===== src/rtl/adder_pkg.sv =====
// Shared constants and the stage-register layout for the pipelined adder.
// The top module mirrors stage_t at its own WIDTH.
package adder_pkg;

  localparam int ADDER_WIDTH = 16;
  localparam int ADDER_CHUNK = 4;

  typedef struct packed {
    logic                   valid;
    logic [ADDER_WIDTH-1:0] a_hi;
    logic [ADDER_WIDTH-1:0] b_hi;
    logic [ADDER_WIDTH-1:0] sum_lo;
    logic                   carry;
    logic                   a_msb;
    logic                   b_msb;
  } stage_t;

endpackage


===== src/rtl/adder_nbit.sv =====
// Combinational N-bit ripple adder built from a chain of full adders.
// One instance handles one pipeline chunk.
module adder_1bit (
  input  logic a,
  input  logic b,
  input  logic carry_in,
  output logic sum,
  output logic carry_out
);

  assign sum       = a ^ b ^ carry_in;
  assign carry_out = (a & b) | (carry_in & (a ^ b));

endmodule

module adder_nbit #(
  parameter int N = 4
) (
  input  logic [N-1:0] a,
  input  logic [N-1:0] b,
  input  logic         carry_in,
  output logic [N-1:0] sum,
  output logic         carry_out
);

  logic [N:0] c;

  assign c[0]      = carry_in;
  assign carry_out = c[N];

  for (genvar i = 0; i < N; i++) begin : g_bit
    adder_1bit u_fa (
      .a        (a[i]),
      .b        (b[i]),
      .carry_in (c[i]),
      .sum      (sum[i]),
      .carry_out(c[i+1])
    );
  end

endmodule


===== src/rtl/adder_pipe_nbit.sv =====
// Pipelined WIDTH-bit adder, CHUNK bits per stage, registered carry chain.
// The whole pipe advances as one unit under a single valid/ready stall.
module adder_pipe_nbit
  import adder_pkg::*;
#(
  parameter int WIDTH = ADDER_WIDTH,
  parameter int CHUNK = ADDER_CHUNK
) (
  input  logic             clk,
  input  logic             rst,
  input  logic             in_valid,
  output logic             in_ready,
  input  logic [WIDTH-1:0] a,
  input  logic [WIDTH-1:0] b,
  input  logic             carry_in,
  output logic             out_valid,
  input  logic             out_ready,
  output logic [WIDTH-1:0] sum,
  output logic             carry_out,
  output logic             overflow
);

  localparam int STAGES = WIDTH / CHUNK;

  if (WIDTH % CHUNK != 0) begin : g_bad_chunk
    $error("adder_pipe_nbit: WIDTH must be a multiple of CHUNK");
  end

  typedef struct packed {
    logic             valid;
    logic [WIDTH-1:0] a_hi;
    logic [WIDTH-1:0] b_hi;
    logic [WIDTH-1:0] sum_lo;
    logic             carry;
    logic             a_msb;
    logic             b_msb;
  } pipe_t;

  pipe_t            src    [STAGES];
  pipe_t            pipe_d [STAGES];
  pipe_t            pipe_q [STAGES];
  logic [CHUNK-1:0] part   [STAGES];
  logic             cout   [STAGES];
  logic             adv;

  assign adv      = !pipe_q[STAGES-1].valid || out_ready;
  assign in_ready = adv;

  // Stage 0 sees the ports; every later stage sees its predecessor.
  always_comb begin
    src[0]        = '0;
    src[0].valid  = in_valid;
    src[0].a_hi   = a;
    src[0].b_hi   = b;
    src[0].carry  = carry_in;
    src[0].a_msb  = a[WIDTH-1];
    src[0].b_msb  = b[WIDTH-1];
    for (int k = 1; k < STAGES; k++) begin
      src[k] = pipe_q[k-1];
    end
  end

  for (genvar k = 0; k < STAGES; k++) begin : g_stage
    adder_nbit #(.N(CHUNK)) u_add (
      .a        (src[k].a_hi[k*CHUNK +: CHUNK]),
      .b        (src[k].b_hi[k*CHUNK +: CHUNK]),
      .carry_in (src[k].carry),
      .sum      (part[k]),
      .carry_out(cout[k])
    );
  end

  always_comb begin
    for (int k = 0; k < STAGES; k++) begin
      pipe_d[k]                          = src[k];
      pipe_d[k].sum_lo[k*CHUNK +: CHUNK] = part[k];
      pipe_d[k].carry                    = cout[k];
    end
  end

  always_ff @(posedge clk or posedge rst) begin
    if (rst) begin
      for (int k = 0; k < STAGES; k++) begin
        pipe_q[k] <= '0;
      end
    end else if (adv) begin
      for (int k = 0; k < STAGES; k++) begin
        pipe_q[k] <= pipe_d[k];
      end
    end
  end

  assign out_valid = pipe_q[STAGES-1].valid;
  assign sum       = pipe_q[STAGES-1].sum_lo;
  assign carry_out = pipe_q[STAGES-1].carry;
  assign overflow  = (pipe_q[STAGES-1].a_msb == pipe_q[STAGES-1].b_msb) &&
                     (pipe_q[STAGES-1].sum_lo[WIDTH-1] != pipe_q[STAGES-1].a_msb);

endmodule


===== config.mk =====
export PLATFORM = sky130hd
export DESIGN_NAME = adder_pipe_nbit
export DESIGN_NICKNAME = d
export VERILOG_FILES = /design/src/rtl/adder_pkg.sv /design/src/rtl/adder_nbit.sv /design/src/rtl/adder_pipe_nbit.sv
export SDC_FILE = /design/constraint.sdc
export NUM_CORES = 1
export LEC_CHECK = 0
export ABC_AREA = 1
export CAP_MARGIN = 20
export CORE_MARGIN = 5
export CORE_UTILIZATION = 30
export CTS_CLUSTER_SIZE = 16
export DETAILED_ROUTE_END_ITERATION = 8
export HOLD_SLACK_MARGIN = 0.02
export PLACE_DENSITY_LB_ADDON = 0.2
export SLEW_MARGIN = 30
export SYNTH_ARGS = -nofsm -noshare
export SYNTH_HDL_FRONTEND = slang
export SYNTH_SLANG_ARGS = --single-unit

===== constraint.sdc =====
create_clock -name clk -period 7.3 [get_ports clk]
set_input_delay 1.46 -clock clk [delete_from_list [all_inputs] [get_ports clk]]
set_output_delay 1.46 -clock clk [all_outputs]
set_load 0.05 [all_outputs]

==> impl_metrics.csv <==
group,metric,value,unit
yosys,ys_warn_count,0,
timing,relSlewSlack,0.427,
global_routing,grt_usage,0.103,
min_path,hold_path_class,"flop to flop",
clock_tree,cts_setup_buffers,0,
placement,port_buffers,56,
drt,wire_per_inst,12.4,um
global_routing,grt_max_degree,81,
drt,drt_wl_total,8.68,mm
clock_tree,cts_resized,0,
cells_and_area,final_layout_size_suffix_gt1_frac,0.0444,
clock_tree,tritoncts,"yes",
placement,gp_congestion,0.684,
power,p_leak,2.70,nW
floorplanning,start_util,0.306,
drt,num_vias,3056,
drt,drtIter0Drc,214,
timing,rsz0062_at_grt,"false",
setup_path,critPathMaxFanout,38,
setup_path,critPathArrivalTime,3.16,ns
floorplanning,dieArea,17300,um2
drt,route.met2.wl,3.95,mm
clock_tree,clkTransAtPathRegs,0.06,ns
global_routing,grt_first_pass_wirelength,15.1,mm
timing,setup_ws,2.68,ns
clock_tree,ctsRootBufferMaster,"clkbuf_16",
cells_and_area,fin_nets,566,
timing,fin_crit,4.62,ns
timing,fin_tns_setup,0,ns
drt,avgViaCountPerCell,4.35,
placement,dp.final_hpwl,5.36,mm
yosys,synth.top_cells.by_area,"dfrtp_1 (55%), nand2_1 (15%), nand3_1 (8.9%)",
power,peakVddDrop,0.176,mV
yosys,synth_top_cell_by_area,"dfrtp_1",
yosys,avgSynthCellArea,9.09,um2
placement,dp_slack,2.65,ns
setup_path,crit_required,5.84,ns
floorplanning,core,14500,um2
floorplanning,ios,57,
drt,dr.max_layer_used,"met4",
cells_and_area,syn_to_final_growth,19.4,%
timing,fmax,216,MHz
floorplanning,rows,44,
drt,firstDrtPassIters,4,
setup_path,path_class,"input pin to output port",
yosys,netlist_instances,487,
drt,wl_met1,4.38,mm
setup_path,regToRegSetupSlack,4.98,ns
yosys,synth_top_area_frac,0.554,
drt,wl_met3,244,um
timing,slew_violations,0,
global_routing,grt_pass1_vias,3166,
floorplanning,die_w,131,um
clock_tree,ctsHoldBuffers,0,
global_routing,antenna_found_initial,0,
cells_and_area,final_common_cell,"nand2_1",
yosys,ys_seq_elements,98,
global_routing,overflow,0,
outcome,outcome,"finished, final reports clean",
setup_path,worstSetupStartpointType,"input pin",
timing,period_share,0.633,
yosys,yosysUniqueCellTypes,15,
cells_and_area,final_cell_mix,"nand2_1 (181), dfrtp_1 (97), nand3_1 (79)",
clock_tree,cts_made_buffers,9,
clock_tree,clockBufferDepth,2,
timing,worst_clock_skew,0.00696,ns
yosys,synth_area,4430,um2
drt,final_antenna_net_count,0,
clock_tree,h-tree-depth,3,
run,max-cap-violations,0,
power,power.density,442,nW/um2
drt,drc,0,
timing,setup_viol,0,
floorplanning,die_h,131,um
cells_and_area,diodes,0,
clock_tree,clock-sinks,98,
yosys,synthesis.nets,540,
timing,final_hold_viol_count,0,
timing,worst_pin_slew,0.859,ns
setup_path,endpoint_kind,"output port",
yosys,ys_seq_area_frac,0.554,
clock_tree,clock_latency,0.34,ns
path summary, 6_finish.rpt:
path / end / start / depth (start not counted)
setup / recovery: in_ready / out_ready / 4
hold / removal: out_valid / pipe_d[51] / 2
setup reg to reg: sum[15] / pipe_d[47] / 10
hold reg to reg: out_valid / pipe_d[51] / 2
max in group asynchronous: pipe_d[145] / rst / 3
min in group asynchronous: sum[11] / rst / 2
per-stage QoR:
stage                     hold slack, ns  std cells  utilization  total power, mW  cell area, um2
after CTS                          0.451        702        0.365             2.38            5290
after detailed placement           0.435        686        0.342             1.85            4960
after global placement             0.441        686        0.342             1.84            4960
final                              0.446        702        0.365             2.34            5290
after global routing               0.483        702        0.365             2.54            5290
after floorplan                    0.420        487            -             1.66            4430
cell type report:
| class | instances | area (um2) |
|---|---|---|
| inverters | 46 | 175 |
| repair buffers | 60 | 591 |
| fillers | 1484 | 9190 |
| clock buffers | 11 | 243 |
| flip-flops and latches | 98 | 2450 |
| multi-input cells | 298 | 1510 |
| well taps | 184 | 230 |
| clock inverters | 5 | 86.3 |
logic make-up after synthesis:
kind of cell,share of synthesized area
AO/OA/AOI/OAI,0.0204
adder cells (fa/ha/maj),0.0724
buffers and inverters,0.105
flip-flops,0.554
AND/OR/NAND/NOR,0.248
metal layers:
metal | track usage | vias to the layer above
met5 | 0 | -
met4 | 0.0309 | 0
met3 | 0.0229 | 8
met2 | 0.163 | 42
met1 | 0.144 | 1464
li1 | - | 1542
worst max-delay path, stage by stage:
cell and delay [ns]:
clkdlybuf4s50_1 0.48, inv_2 0.05, nand2_4 0.28, clkdlybuf4s50_1 0.88
where the power goes:
part,internal [mW],switching (mW)
combinational,0.317,0.609
sequential,0.777,0.118
clock,0.312,0.205
sequential cells by signal, summed over array words and instances, names as in the netlist:
| signal | count |
|---|---|
| out_valid | 1 |
| pipe_d | 75 |
| pipe_q | 5 |
| sum | 16 |
| carry_out | 1 |
cells in the mapped netlist:
library cell	n
nand3_1	79
buf_4	21
nand2_1	181
buf_2	11
o21ai_0	18
inv_1	45
buf_6	4
buf_1	3
clkbuf_2	2
dfrtp_1	98
fa_1	16
clkbuf_1	4
inv_2	1
nand2_4	1
nor2_1	3
Note: power is estimated with default switching activity, not from simulation.
